### config.mk
export PLATFORM = sky130hd
export DESIGN_NAME = lcd_hd44780_rx
export DESIGN_NICKNAME = d
export VERILOG_FILES = /design/src/rtl/lcd_pkg.sv /design/src/rtl/lcd_nibble_rx.sv /design/src/rtl/lcd_hd44780_rx.sv
export SDC_FILE = /design/constraint.sdc
export NUM_CORES = 1
export LEC_CHECK = 0
export CORE_ASPECT_RATIO = 0.6
export CORE_MARGIN = 2
export CORE_UTILIZATION = 51
export DETAILED_ROUTE_END_ITERATION = 16
export GPL_ROUTABILITY_DRIVEN = 0
export PLACE_DENSITY = 0.85
export RECOVER_POWER = 25
export SKIP_CTS_REPAIR_TIMING = 1
export SLEW_MARGIN = 20
export SYNTH_ARGS = -nofsm -noshare
export SYNTH_HDL_FRONTEND = slang
export SYNTH_SLANG_ARGS = --single-unit
### constraint.sdc
create_clock -name clk -period 14.3 [get_ports clk]
set_clock_uncertainty 0.15 [all_clocks]
set_input_delay 3.575 -clock clk [delete_from_list [all_inputs] [get_ports clk]]
set_output_delay 3.575 -clock clk [all_outputs]
set_load 0.1 [all_outputs]
### src/rtl/lcd_pkg.sv
// rtl/lcd_pkg.sv - shared opcodes, mode enum and address constants for the HD44780 receiver
package lcd_pkg;

  typedef enum logic [1:0] {INIT8, HI, LO} mode_e;

  localparam logic [7:0] CMD_CLEAR = 8'h01;
  localparam logic [7:0] CMD_HOME  = 8'h02;
  localparam logic [7:0] CMD_ENTRY = 8'h04;
  localparam logic [7:0] CMD_DISP  = 8'h08;
  localparam logic [7:0] CMD_FUNC  = 8'h20;
  localparam logic [7:0] CMD_DDRAM = 8'h80;

  localparam logic [6:0] LINE2_BASE = 7'h40;

  // Opcode matches when its single set bit is the highest set bit of b.
  function automatic logic is_cmd(input logic [7:0] b, input logic [7:0] op);
    return (b & ~(op - 8'd1)) == op;
  endfunction

endpackage

### src/rtl/lcd_nibble_rx.sv
// rtl/lcd_nibble_rx.sv - E falling-edge capture, init handshake and nibble pairing
module lcd_nibble_rx
  import lcd_pkg::*;
(
  input  logic       clk,
  input  logic       rst,
  input  logic       lcd_e,
  input  logic       lcd_w,
  input  logic       lcd_rs,
  input  logic [3:0] data,
  input  logic       drop_busy,
  output logic       byte_valid,
  output logic [7:0] byte_data,
  output logic       byte_rs,
  output logic       err
);

  logic       e_q, e_d;
  logic       w_q, w_d;
  logic       rs_q, rs_d;
  logic [3:0] d_q, d_d;
  logic [3:0] hi_q, hi_d;
  mode_e      mode_q, mode_d;

  always_comb begin
    e_d        = lcd_e;
    w_d        = lcd_w;
    rs_d       = lcd_rs;
    d_d        = data;
    hi_d       = hi_q;
    mode_d     = mode_q;
    byte_valid = 1'b0;
    byte_data  = {hi_q, d_q};
    byte_rs    = rs_q;
    err        = 1'b0;
    if (e_q && !lcd_e) begin
      if (w_q || drop_busy) begin
        err = 1'b1;
      end else begin
        case (mode_q)
          INIT8: begin
            if (d_q == 4'h2) mode_d = HI;
            else if (d_q != 4'h3) err = 1'b1;
          end
          HI: begin
            hi_d   = d_q;
            mode_d = LO;
          end
          LO: begin
            byte_valid = 1'b1;
            // Function set with DL=1 drops the bus back to 8-bit handshake.
            if (!rs_q && is_cmd(byte_data, CMD_FUNC) && byte_data[4]) mode_d = INIT8;
            else mode_d = HI;
          end
          default: mode_d = INIT8;
        endcase
      end
    end
  end

  always_ff @(posedge clk or posedge rst) begin
    if (rst) begin
      e_q    <= 1'b0;
      w_q    <= 1'b0;
      rs_q   <= 1'b0;
      d_q    <= 4'h0;
      hi_q   <= 4'h0;
      mode_q <= INIT8;
    end else begin
      e_q    <= e_d;
      w_q    <= w_d;
      rs_q   <= rs_d;
      d_q    <= d_d;
      hi_q   <= hi_d;
      mode_q <= mode_d;
    end
  end

endmodule

### src/rtl/lcd_hd44780_rx.sv
// rtl/lcd_hd44780_rx.sv - HD44780 4-bit bus receiver with command decode and 2-line buffer
module lcd_hd44780_rx
  import lcd_pkg::*;
#(
  parameter int         COLS  = 16,
  parameter logic [7:0] BLANK = 8'h20
) (
  input  logic              clk,
  input  logic              rst,
  input  logic              lcd_e,
  input  logic              lcd_w,
  input  logic              lcd_rs,
  input  logic [3:0]        data,
  output logic [8*COLS-1:0] first_line,
  output logic [8*COLS-1:0] second_line,
  output logic              display_on,
  output logic [6:0]        cursor,
  output logic              busy,
  output logic              byte_valid,
  output logic [7:0]        byte_out,
  output logic              byte_rs,
  output logic              err
);

  localparam int SW = $clog2(2 * COLS);
  localparam logic [SW-1:0] SWEEP_LAST = SW'(2 * COLS - 1);

  logic [8*COLS-1:0] line1_q, line1_d, line2_q, line2_d;
  logic [6:0]        cursor_q, cursor_d;
  logic              disp_q, disp_d, inc_q, inc_d, busy_q, busy_d;
  logic [SW-1:0]     sweep_q, sweep_d, sweep_col;
  logic              sweep_line;
  logic              bv_q, bv_d, err_q, err_d, brs_q, brs_d;
  logic [7:0]        bo_q, bo_d;
  logic              rx_valid, rx_rs, rx_err, drop_busy;
  logic [7:0]        rx_byte;
  logic [3:0]        col_n;
  logic              line_n;

  // The final sweep cycle still accepts an edge so a byte can land as busy drops.
  assign drop_busy  = busy_q && (sweep_q != SWEEP_LAST);
  assign sweep_line = sweep_q >= SW'(COLS);
  assign sweep_col  = sweep_line ? sweep_q - SW'(COLS) : sweep_q;

  lcd_nibble_rx u_nibble_rx (
    .clk        (clk),
    .rst        (rst),
    .lcd_e      (lcd_e),
    .lcd_w      (lcd_w),
    .lcd_rs     (lcd_rs),
    .data       (data),
    .drop_busy  (drop_busy),
    .byte_valid (rx_valid),
    .byte_data  (rx_byte),
    .byte_rs    (rx_rs),
    .err        (rx_err)
  );

  always_comb begin
    line1_d  = line1_q;
    line2_d  = line2_q;
    cursor_d = cursor_q;
    disp_d   = disp_q;
    inc_d    = inc_q;
    busy_d   = busy_q;
    sweep_d  = sweep_q;
    bv_d     = 1'b0;
    err_d    = rx_err;
    bo_d     = bo_q;
    brs_d    = brs_q;
    col_n    = cursor_q[3:0];
    line_n   = cursor_q[6];

    if (busy_q) begin
      if (sweep_line) line2_d[8*(COLS-1-int'(sweep_col)) +: 8] = BLANK;
      else            line1_d[8*(COLS-1-int'(sweep_col)) +: 8] = BLANK;
      sweep_d = sweep_q + 1'b1;
      if (sweep_q == SWEEP_LAST) busy_d = 1'b0;
    end

    if (rx_valid) begin
      bo_d  = rx_byte;
      brs_d = rx_rs;
      bv_d  = 1'b1;
      if (rx_rs) begin
        if (cursor_q[6]) line2_d[8*(COLS-1-int'(cursor_q[3:0])) +: 8] = rx_byte;
        else             line1_d[8*(COLS-1-int'(cursor_q[3:0])) +: 8] = rx_byte;
        if (inc_q) begin
          if (cursor_q[3:0] == 4'(COLS-1)) begin col_n = 4'h0; line_n = ~cursor_q[6]; end
          else col_n = cursor_q[3:0] + 4'h1;
        end else begin
          if (cursor_q[3:0] == 4'h0) begin col_n = 4'(COLS-1); line_n = ~cursor_q[6]; end
          else col_n = cursor_q[3:0] - 4'h1;
        end
        cursor_d = (line_n ? LINE2_BASE : 7'h00) | {3'b000, col_n};
      end else if (is_cmd(rx_byte, CMD_DDRAM)) begin
        if (rx_byte[5:4] != 2'b00 || int'(rx_byte[3:0]) >= COLS) begin
          bv_d  = 1'b0;
          err_d = 1'b1;
        end else begin
          cursor_d = {rx_byte[6], 2'b00, rx_byte[3:0]};
        end
      end else if (is_cmd(rx_byte, CMD_FUNC)) begin
        bv_d = 1'b1;
      end else if (is_cmd(rx_byte, CMD_DISP)) begin
        disp_d = rx_byte[2];
      end else if (is_cmd(rx_byte, CMD_ENTRY)) begin
        inc_d = rx_byte[1];
      end else if (is_cmd(rx_byte, CMD_HOME)) begin
        cursor_d = 7'h00;
      end else if (is_cmd(rx_byte, CMD_CLEAR)) begin
        busy_d   = 1'b1;
        sweep_d  = '0;
        cursor_d = 7'h00;
        inc_d    = 1'b1;
      end
    end
  end

  always_ff @(posedge clk or posedge rst) begin
    if (rst) begin
      line1_q  <= {COLS{BLANK}};
      line2_q  <= {COLS{BLANK}};
      cursor_q <= 7'h00;
      disp_q   <= 1'b0;
      inc_q    <= 1'b1;
      busy_q   <= 1'b0;
      sweep_q  <= '0;
      bv_q     <= 1'b0;
      err_q    <= 1'b0;
      bo_q     <= 8'h00;
      brs_q    <= 1'b0;
    end else begin
      line1_q  <= line1_d;
      line2_q  <= line2_d;
      cursor_q <= cursor_d;
      disp_q   <= disp_d;
      inc_q    <= inc_d;
      busy_q   <= busy_d;
      sweep_q  <= sweep_d;
      bv_q     <= bv_d;
      err_q    <= err_d;
      bo_q     <= bo_d;
      brs_q    <= brs_d;
    end
  end

  assign first_line  = line1_q;
  assign second_line = line2_q;
  assign display_on  = disp_q;
  assign cursor      = cursor_q;
  assign busy        = busy_q;
  assign byte_valid  = bv_q;
  assign byte_out    = bo_q;
  assign byte_rs     = brs_q;
  assign err         = err_q;

endmodule
# --- Word level (Yosys, flattened, before mapping) ---
# Cells that the tools add are included.
word_totals:
  regBits: 295
  input_bits: 9
  out_inout_bits: 276
  elab_cells: 147
classes:
  addsub: 8
  magnitude_cmp: 1
  eq_ne: 18
  shifts: 4
  mux: 75
  bitwise: 7
  reduce_logical: 17
op_table:
  columns: ["operator", "count"]
  rows:
  - ["$mux W128", 10]
  - ["$bwmux W128", 4]
  - ["$shift A8 B33 Y128 const A", 2]
  - ["$shiftx A8 B33 Y128", 1]
  - ["$shiftx A8 B33 Y128 const A", 1]
  - ["$mux W7", 9]
  - ["$mux W5", 10]
  - ["$mux W1", 35]
  - ["$neg A8 Y33", 1]
  - ["$neg A9 Y33", 1]
  - ["$mux W4", 5]
  - ["$ne A3 B1 Y1 const B", 3]
  - ["$eq A8 B1 Y1 const B", 1]
  - ["$eq A7 B1 Y1 const B", 1]
  - ["$or A7 B4 Y7", 1]
  - ["$reduce_and A7 Y1", 1]
  - ["$eq A6 B1 Y1 const B", 1]
  - ["$not A1 Y1", 6]
  - ["$pmux W2 S3", 1]
  - ["$reduce_and A3 Y1", 2]
  - ["$reduce_and A6 Y1", 1]
  - ["$sub A4 B5 Y6 const A", 1]
  - ["$add A5 B1 Y5 const B", 1]
  - ["$eq A5 B1 Y1 const B", 1]
  - ["25 further kinds", 30]

# --- Longest topological paths before layout ---
# Gate-level depths: netlist of the first run.
logic_depth:
  depth_word: 12
  mapped_depth: 14
  ltp_nobuf: 10

# --- Modules after synthesis ---
# A second synthesis of the first run with hierarchy kept.
unflattened:
  hier_cells: 1057
  area_unflattened_um2: 13161.4
by_module_without_submodules:
  columns: ["mod", "n_inst", "cells_each", "area_per_inst_um2", "seq_area_each_um2"]
  rows:
  - ["lcd_hd44780_rx", 1, 1022, 12653.4, 7048.0]
  - ["lcd_nibble_rx", 1, 35, 508.0, 325.3]

# --- Worst setup path before layout of the first run ---
# OpenSTA, ideal clock, no wires.
synth_path:
  path_type: "input to register"
  start: "input port lcd_e"
  end: "register u_nibble_rx.hi_q[0]"
  setup_ns: 0.125
  arrival_ns: 4.918
  required_ns: 14.025
  path_slack_ns: 9.107
  stages: 6
  path_buffers: 2
  path_cell_list: "nor2b_1 buf_2 nand3_2 buf_2 nor3b_2 mux2_2"
synth_between:
  elab_chain_cells: 3
synth_rtl:
  columns: ["item", "line", "text"]
  rows:
  - ["from (decl)", "lcd_hd44780_rx.sv:10", "input logic lcd_e,"]
  - ["$logic_not A1 Y1", "lcd_nibble_rx.sv:36", "if (e_q && !lcd_e) begin"]
  - ["$logic_and A1 B1 Y1", "lcd_nibble_rx.sv:36", null]
  - ["$reduce_and A3 Y1 (no line)", null, null]
  - ["to (signal assigned)", "lcd_nibble_rx.sv:74", "hi_q <= hi_d;"]
  - ["to (decl)", "lcd_nibble_rx.sv:22", "logic [3:0] hi_q, hi_d;"]
# No other way between the ends.
# A chain may end at the register's enable or synchronous reset.

==> results of run 1 <==
## placed cells by master (no fill, tap or decap), types with 23 or more instances in the layout
cell type / Yosys / routed
inv_1: 34 / 33
a22oi_1: 23 / 23
o21ai_0: 46 / 46
nor2_1: 62 / 62
o2bb2ai_1: 24 / 24
a22o_1: 117 / 117
dfrtp_1: 260 / 260
a32o_1: 28 / 28
dfstp_2: 33 / 33
clkbuf_16: 0 / 27
nand3_1: 35 / 35
nand2_1: 91 / 91
o211ai_1: 36 / 36
clkdlybuf4s50_1: 0 / 274
## synthesized netlist by cell type (10+ instances only)
cell type	count
a21oi_1	18
a21oi_2	16
a22o_1	117
a22oi_1	23
a32o_1	28
and2_1	14
and3_1	20
buf_2	25
clkbuf_1	39
dfrtp_1	260
dfstp_2	33
ha_1	13
inv_1	34
nand2_1	91
nand3_1	35
nand4_1	13
nor2_1	62
nor2b_1	13
nor3_1	10
nor4_1	10
o211ai_1	36
o21ai_0	46
o2bb2ai_1	24
## cell families (layout without fill, tap and decap cells)
| family | after synthesis | in the layout |
|---|---|---|
| AND/OR/NAND/NOR | 338 | 338 |
| other | 2 | 6 |
| adder cells (fa/ha/maj) | 13 | 13 |
| XOR/XNOR | 5 | 5 |
| multiplexers | 10 | 10 |
| flip-flops | 293 | 293 |
| buffers and inverters | 111 | 377 |
| AO/OA/AOI/OAI | 366 | 366 |
## area by class of cell
class / count / area, sq um
clock buffer: 35 / 726
clock inverter: 13 / 130
fill: 1844 / 8280
inverter: 36 / 136
multi-input combinational: 738 / 5310
sequential: 293 / 7370
tap: 329 / 412
timing repair buffer: 293 / 2920
## path summary, 6_finish.rpt
check / end / from / cells after the start
min reg2reg: second_line[117] / second_line[117] / 2
max reg2reg: first_line[121] / cursor[0] / 8
max in group clk: sweep_q[1] / lcd_e / 5
min: second_line[117] / second_line[117] / 2
min in group asynchronous: byte_out[2] / rst / 2
max: first_line[20] / rst / 2
## through the flow
| stage | worst slack, ps | hold WS (ps) | cell area [sq um] | cells | util |
|---|---|---|---|---|---|
| 3_3_place_gp | 7700 | 300 | 16100 | 1689 | 0.639 |
| 4_1_cts | 7920 | 312 | 17000 | 1737 | 0.672 |
| 6_report | 6250 | 311 | 17000 | 1737 | 0.673 |
| 2_1_floorplan | 2540 | 360 | 13100 | 1142 | - |
| 5_1_grt | 5220 | 329 | 17000 | 1737 | 0.673 |
| 3_5_place_dp | 7570 | 301 | 16100 | 1689 | 0.639 |
## routing by layer
layer / global-route usage / up-vias / routed length (um)
li1: - / 4779 / -
met1: 0.477 / 5700 / 18900
met2: 0.463 / 680 / 18800
met3: 0.118 / 78 / 5430
met4: 0.0737 / 2 / 943
met5: 0.0200 / - / 74
## flip-flops by register name (all words and copies together) (netlist names), 2 cells and up
register,cells
sweep_q,5
u_nibble_rx.hi_q,4
u_nibble_rx.d_q,4
cursor,5
second_line,128
byte_out,8
first_line,128
u_nibble_rx.mode_q,2
## power by group through the flow
| stage | clock network [W] | registers [W] | logic, W |
|---|---|---|---|
| detailed placement | 0 | 0.000927 | 0.000604 |
| floorplan | 0 | 0.00100 | 0.000355 |
| global route | 0.000751 | 0.000920 | 0.000655 |
| global placement | 0 | 0.000926 | 0.000595 |
| finish | 0.000714 | 0.000918 | 0.000623 |
| CTS | 0.000717 | 0.000912 | 0.000607 |
==> metrics.csv, run 1 <==
stage,metric,value,unit
grt,initial antenna violation count,0,
critical_path,flop2flop setup slack,9710,ps
clocking,Max Buffers Root-to-Sink,3,
power,P_sw,0.000866,W
logic_synthesis,Synth Area in Simple Gates,0.154,
placed_design,PortBufs,282,
drt,drt via density,6.47,
logic_synthesis,Synthesis Warnings,0,
floorplan,row count,45,
floorplan,Die Y,128,um
logic_synthesis,sequential share of the synthesized area,0.562,
clocking,clock root buffer,clkbuf_16,
power,Sw Ratio,0.384,
logic_synthesis,Netlist cell types,79,
power,Power Dens Cells,133,nW/um^2
power,Int Pwr,0.00139,W
clocking,H-tree depth,1,
critical_path,"Data required, critical path",13740,ps
drt,Vias,11239,
power,Max rail drop VDD,0.139,mV
grt,grt total ovfl,0,
logic_synthesis,Synth area leader,dfrtp_1,
grt,total track usage,0.326,
critical_path,"CP delay by family, top",buffers and inverters,
critical_path,critical path's slowest cell,clkinvlp_2,
critical_path,Crit path largest cell delay,3240,ps
floorplan,Starting Density,0.519,
sta,Slew HR,-2.93,
clocking,TritonCTS clock tree,done,
drt,Post-DRT Antenna Nets,0,
logic_synthesis,number of synthesized flops with an enable pin,0,
critical_path,crit-path cells,dlygate4sd3_1 > clkinvlp_2,
logic_synthesis,Synth Area in Adders,0.0124,
logic_synthesis,area share of the largest cell type after synthesis,0.496,
floorplan,Ports,285,
logic_synthesis,mux contribution to synthesized area,0.00839,
drt,routed wire length,44.2,mm
power,Tot Pwr,0.00225,W
logic_synthesis,Main synth FF type,dfrtp_1,
drt,drt drc,0,
logic_synthesis,post-synthesis register bit count,293,
power,P_leak,7.38,nW
grt,largest net degree at the start of global routing,158,
sta,RSZ-0062 raised after global routing,no,
logic_synthesis,largest cells by area after synthesis,"dfrtp_1, a22o_1, dfstp_2",
flow_run,max-cap viol count,1,
floorplan,die width,211,um
critical_path,Worst Path Buf+Inv,2,
outcome,outcome,"complete, but fails checks",
critical_path,Worst setup EP type,async pin,
sta,count of final hold-check violations,0,
logic_synthesis,Compound-Gate Fraction of Synth Area,0.222,
clocking,clk slew on worst S/H paths,70,ps
critical_path,Startpoint Class,input pin,
cells_and_area,antenna diode count,0,
clocking,Worst-Skew Late Latency,550,ps
sta,Final Max Tran Viols,138,
power,clock network power share,0.317,
power,combinational share of power,0.276,
critical_path,Critical Setup Path Class,in -> async,
grt,vias in the first global route,10916,
critical_path,Crit Path Max Fanout,137,
cells_and_area,nets@finish,1410,
sta,TNS Setup,0,ps
logic_synthesis,largest family of logic cells by synthesized area,compound AO/OA/AOI/OAI gates,
floorplan,Core Area,25300,sq um
sta,Final period util,0.563,
grt,first-pass GRT wire length,67.1,mm
sta,min cycle time layout,8050,ps
logic_synthesis,post-synthesis xor/xnor area fraction,0.00391,
cells_and_area,Layout Area Growth over Synthesis,29.5,%
clocking,cts bufs inserted,26,
outcome,violated checks,"capacitance limit, slew limit",
drt,DR WL/cell,25.4,um
cells_and_area,layout cells sized above 1,0.117,
sta,# setup viols final,0,
drt,Starting DRT DRC Count,1142,
placed_design,hpwl dp,31.2,mm
logic_synthesis,syn_area_per_cell,11.5,sq um
logic_synthesis,post-synthesis cell count,1138,
clocking,clk sinks,293,
power,sequential share of power,0.407,
min_path,hold crit path type,reg -> reg,
sta,fmax,0.124,GHz
drt,first drt pass iteration count,5,
critical_path,Worst EP arrival,7490,ps
logic_synthesis,Synth Cell Area,13100,sq um
sta,Slew @ Worst Pin,5870,ps
logic_synthesis,share of flip-flops with an asynchronous set or reset,1.00,
floorplan,die area,27100,sq um
Power figures use the tool's default switching activity.
==> inputs of run 2 (changes only) <==
--- a/config.mk
+++ b/config.mk
@@ -7,10 +7,10 @@
 export LEC_CHECK = 0
 export CORE_ASPECT_RATIO = 0.6
 export CORE_MARGIN = 2
-export CORE_UTILIZATION = 51
+export CORE_UTILIZATION = 46
 export DETAILED_ROUTE_END_ITERATION = 16
 export GPL_ROUTABILITY_DRIVEN = 0
-export PLACE_DENSITY = 0.85
+export PLACE_DENSITY = 0.81
 export RECOVER_POWER = 25
 export SKIP_CTS_REPAIR_TIMING = 1
 export SLEW_MARGIN = 20
==> constraint.sdc (replaced) <==
create_clock -name clk -period 6.6 [get_ports clk]
set_clock_uncertainty 0.15 [all_clocks]
set_input_delay 1.65 -clock clk [delete_from_list [all_inputs] [get_ports clk]]
set_output_delay 1.65 -clock clk [all_outputs]
set_load 0.1 [all_outputs]
==> run 2 against run 1 <==
The flow still finishes with violations (capacitance limit, slew limit); final cell count grew 2.6%; critical path depth grew 6; design area grew 0.91%; clock-buffer cell count grew 7; combinational power grew 120%; non-clock buffer count grew 2; routed wire length grew 4.4%; sequential power grew 120%; total power grew 120%; first-iteration DRC count grew 28%; highest routed layer is now met4.
==> metrics.csv, run 2 (synthesized netlist as in run 1, its figures left out) <==
stage,metric,value,unit
critical_path,Levels on crit path,8,
floorplan,die area,30000,sq um
grt,initial antenna violation count,1,
sta,Final period util,0.713,
power,Power Dens Cells,292,nW/um^2
min_path,hold crit path type,reg -> reg,
power,Int Pwr,0.00309,W
critical_path,Worst Path Buf+Inv,1,
sta,TNS Setup,0,ps
clocking,clk slew on worst S/H paths,70,ps
placed_design,hpwl dp,32.1,mm
drt,Starting DRT DRC Count,1465,
critical_path,"Data required, critical path",6880,ps
critical_path,R2R cell count,8,
critical_path,crit-path cells,clkinv_1 > nor3_1 > ha_1 > nor2_1 > nand3_1 > nor3_4 > a21oi_2 > a32o_1,
sta,Slew @ Worst Pin,1700,ps
drt,drt via density,6.33,
clocking,Max Buffers Root-to-Sink,3,
floorplan,Die Y,135,um
placed_design,PortBufs,282,
outcome,violated checks,"capacitance limit, slew limit",
critical_path,RR Endpoint,first_line[123],
power,P_leak,7.44,nW
outcome,outcome,"complete, but fails checks",
grt,vias in the first global route,10956,
floorplan,row count,47,
cells_and_area,nets@finish,1415,
grt,largest net degree at the start of global routing,137,
critical_path,Crit Path Max Fanout,20,
critical_path,Setup crit start,cursor[0],
sta,fmax,0.213,GHz
power,Sw Ratio,0.385,
critical_path,flop2flop setup slack,1900,ps
sta,Slew HR,-0.141,
grt,grt total ovfl,0,
clocking,clock root buffer,clkbuf_16,
cells_and_area,Final Util,0.617,
cells_and_area,Layout Area Growth over Synthesis,30.7,%
cells_and_area,antenna diode count,0,
floorplan,die width,222,um
power,combinational share of power,0.274,
sta,# setup viols final,0,
critical_path,Crit path largest cell delay,890,ps
critical_path,Worst setup EP type,flip-flop,
floorplan,Starting Density,0.472,
clocking,Worst-Skew Late Latency,560,ps
cells_and_area,most frequent cells in the layout,"clkdlybuf4s50_1, dfrtp_1, a22o_1",
power,clock network power share,0.330,
critical_path,crit path to,first_line[123],
cells_and_area,Sequential Area,7370,sq um
sta,min cycle time layout,4700,ps
grt,total track usage,0.304,
drt,Vias,11288,
clocking,cts bufs inserted,29,
flow_run,max-cap viol count,1,
drt,DR WL/cell,25.9,um
drt,Post-DRT Antenna Nets,0,
critical_path,"CP delay by family, top",simple AND/OR/NAND/NOR gates,
clocking,clk sinks,293,
floorplan,Ports,285,
cells_and_area,Multi-input gate area,5300,sq um
power,sequential share of power,0.396,
power,Max rail drop VDD,0.388,mV
floorplan,Core Area,27800,sq um
cells_and_area,"commonest non-fill, non-tap cell in the layout",clkdlybuf4s50_1,
drt,routed wire length,46.1,mm
cells_and_area,fillers,2234,
sta,count of final hold-check violations,0,
clocking,H-tree depth,1,
sta,RSZ-0062 raised after global routing,no,
critical_path,Worst EP arrival,4990,ps
power,P_sw,0.00193,W
grt,first-pass GRT wire length,69.5,mm
drt,first drt pass iteration count,6,
clocking,TritonCTS clock tree,done,
sta,Final Max Tran Viols,34,
cells_and_area,layout cells sized above 1,0.122,
critical_path,Startpoint Class,flip-flop,
critical_path,critical path's slowest cell,dfrtp_1,
drt,drt drc,0,
critical_path,Crit Reg-Reg Startpoint,cursor[0],
critical_path,Critical Setup Path Class,reg -> reg,
[run 2: cell count changes in the layout (fill, tap and decap cells not counted), sizes merged]
cell | previous run | this run
inv | 34 | 35
bufinv | 2 | 1
buf | 11 | 13
clkbuf | 35 | 42
clkinv | 9 | 7
[run 2: worst min-delay path by stage]
stage	slack, ps	startpoint	cells past startpoint	to
after global routing	330	second_line[117]	2	second_line[117]
after CTS	310	second_line[117]	2	second_line[117]
after floorplan	360	u_nibble_rx.e_q	2	err
final	310	second_line[117]	2	second_line[117]
after detailed placement	300	second_line[117]	2	second_line[117]
after global placement	300	second_line[117]	2	second_line[117]
[run 2: per-stage QoR]
step	power, W	area (sq um)	std cells	hold slack [ps]	setup slack, ps
final	0.00501	17200	1782	309	1900
after global routing	0.00518	17200	1782	334	1730
after CTS	0.00498	17200	1782	313	2120
after detailed placement	0.00335	16200	1729	303	1750
after global placement	0.00332	16200	1729	302	1960
after floorplan	0.00295	13100	1142	360	938
[run 2: tightest hold or removal path, stage by stage (launching register included)]
cell	delay [ps]
dfstp_2	370
inv_1	40
a21oi_1	50
[run 2: area by class of cell]
class	instances	area share
sequential	293	0.430
timing repair buffer	295	0.172
clock inverter	11	0.00598
clock buffer	42	0.0492
tap	367	0.0268
multi-input combinational	738	0.309
inverter	36	0.00795
[run 2: power groups by stage]
stage	registers [W]	clock network (W)	logic (W)
after floorplan	0.00218	0	0.000769
after global placement	0.00201	0	0.00132
after detailed placement	0.00201	0	0.00134
after CTS	0.00198	0.00166	0.00135
after global routing	0.00199	0.00175	0.00143
final	0.00199	0.00165	0.00137
[run 2: routing by layer]
metal / share of wire / vias to the layer above / GRT usage
li1: - / 4778 / -
met1: 0.43 / 5712 / 0.448
met2: 0.42 / 698 / 0.436
met3: 0.12 / 100 / 0.0973
met4: 0.023 / 0 / 0.0698
met5: 0 / - / 0
==> inputs of run 3 (changes only) <==
==> constraint.sdc (replaced) <==
create_clock -name clk -period 4 [get_ports clk]
set_clock_uncertainty 0.15 [all_clocks]
set_input_delay 1 -clock clk [delete_from_list [all_inputs] [get_ports clk]]
set_output_delay 1 -clock clk [all_outputs]
set_load 0.1 [all_outputs]
==> run 3 against run 2 <==
Global-route usage fell by 0.20 points; critical endpoint is now first_line[4]; first-iteration DRC count fell by 6.1%; critical path depth rose by 1; the flow still finishes with violations (capacitance limit, slew limit); flip-flop and latch count did not move; non-clock buffer count rose by 24; clock-buffer cell count fell by 3; largest power group unchanged.
==> metrics.csv, run 3 (synthesized netlist as in run 1, its figures left out) <==
stage,metric,value,unit
critical_path,Setup crit start,sweep_q[1],
cells_and_area,most frequent cells in the layout,"dfrtp_1, clkdlybuf4s50_1, buf_4",
outcome,outcome,"complete, but fails checks",
placed_design,hpwl dp,33.3,mm
drt,DR WL/cell,25.3,um
sta,Final period util,0.922,
drt,first drt pass iteration count,6,
sta,min cycle time layout,3690,ps
sta,fmax,0.271,GHz
power,Power Dens Cells,495,nW/um^2
drt,routed wire length,45.6,mm
min_path,worst hold start,second_line[117],
clocking,Worst-Skew Late Latency,560,ps
grt,initial antenna violation count,0,
cells_and_area,nets@finish,1438,
clocking,clock root buffer,clkbuf_16,
flow_run,max-cap viol count,2,
drt,Starting DRT DRC Count,1375,
grt,grt total ovfl,0,
critical_path,Worst EP arrival,3970,ps
cells_and_area,Layout Area Growth over Synthesis,30.7,%
sta,count of final hold-check violations,0,
clocking,TritonCTS clock tree,done,
clocking,cts bufs inserted,28,
floorplan,Die Y,135,um
drt,Post-DRT Antenna Nets,0,
grt,total track usage,0.302,
floorplan,die width,222,um
drt,Vias,11464,
power,Max rail drop VDD,0.454,mV
cells_and_area,layout cells sized above 1,0.202,
clocking,clk sinks,293,
clocking,Max Buffers Root-to-Sink,3,
cells_and_area,Final Util,0.617,
grt,vias in the first global route,11049,
floorplan,Core Area,27800,sq um
sta,# setup viols final,0,
floorplan,Ports,285,
drt,drt drc,0,
critical_path,Critical Setup Path Class,reg -> reg,
min_path,hold crit path type,reg -> reg,
cells_and_area,antenna diode count,0,
floorplan,die area,30000,sq um
grt,first-pass GRT wire length,69.2,mm
power,P_leak,7.72,nW
sta,Slew HR,-0.0295,
drt,drt via density,6.35,
cells_and_area,fillers,2209,
critical_path,"Data required, critical path",4280,ps
clocking,clk slew on worst S/H paths,70,ps
power,Tot Pwr,0.00849,W
critical_path,Worst setup EP type,flip-flop,
sta,RSZ-0062 raised after global routing,no,
clocking,H-tree depth,1,
floorplan,Starting Density,0.472,
placed_design,PortBufs,282,
grt,largest net degree at the start of global routing,70,
cells_and_area,"commonest non-fill, non-tap cell in the layout",dfrtp_1,
outcome,violated checks,"capacitance limit, slew limit",
sta,Slew @ Worst Pin,1540,ps
floorplan,row count,47,
sta,Final Max Tran Viols,60,
critical_path,Crit Reg-Reg Startpoint,sweep_q[1],
critical_path,Crit Path Max Fanout,10,
critical_path,Startpoint Class,flip-flop,
## run 3: where the power goes
group	internal, W	switching (W)
combinational	0.000537	0.00180
sequential	0.00305	0.000200
clock	0.00172	0.00118
## run 3: area by class of cell
| type | instances | area (sq um) | area share |
|---|---|---|---|
| well taps | 367 | 459 | 0.0268 |
| clock buffers | 39 | 833 | 0.0486 |
| multi-input cells | 738 | 5300 | 0.309 |
| flip-flops and latches | 293 | 7370 | 0.430 |
| repair buffers | 319 | 2870 | 0.167 |
| inverters | 36 | 136 | 0.00795 |
| clock inverters | 13 | 186 | 0.0109 |
## run 3: stage by stage
stage               setup slack [ps]  cell area, sq um  TNS, ps  hold WS [ps]  cells
floorplan                      -1010             13100  -263170           360   1142
global placement                 664             16200        0           303   1753
detailed placement               417             16200        0           303   1753
CTS                              400             17200        0           313   1805
global route                    54.4             17200        0           336   1805
finish                           313             17200        0           312   1805
## run 3: final timing paths
check                                    to  slack, ps  cells after the start
min                        second_line[117]        310                      2
max in group asynchronous  second_line[119]        500                      3
max reg2reg                   first_line[4]        310                      9
min in group asynchronous    second_line[7]       1080                      2
max                           first_line[4]        310                      9
min reg2reg                second_line[117]        310                      2
## run 3: metal layers
| layer | global-route usage | share of wire | vias to the layer above | routed length [um] |
|---|---|---|---|---|
| met2 | 0.437 | 0.43 | 745 | 19600 |
| li1 | - | - | 4827 | - |
| met4 | 0.0743 | 0.021 | 0 | 944 |
| met1 | 0.448 | 0.43 | 5818 | 19800 |
| met5 | 0 | 0 | - | 0 |
| met3 | 0.0849 | 0.12 | 74 | 5310 |
## run 3: critical path: stages (launching register included)
cell and delay (ps):
dfrtp_1 540, ha_1 330, and2_1 290, nand2_1 120, ha_1 330, nand4b_1 90, or4_1 430, nor4_1 540
a21boi_1 360, a2bb2o_1 380
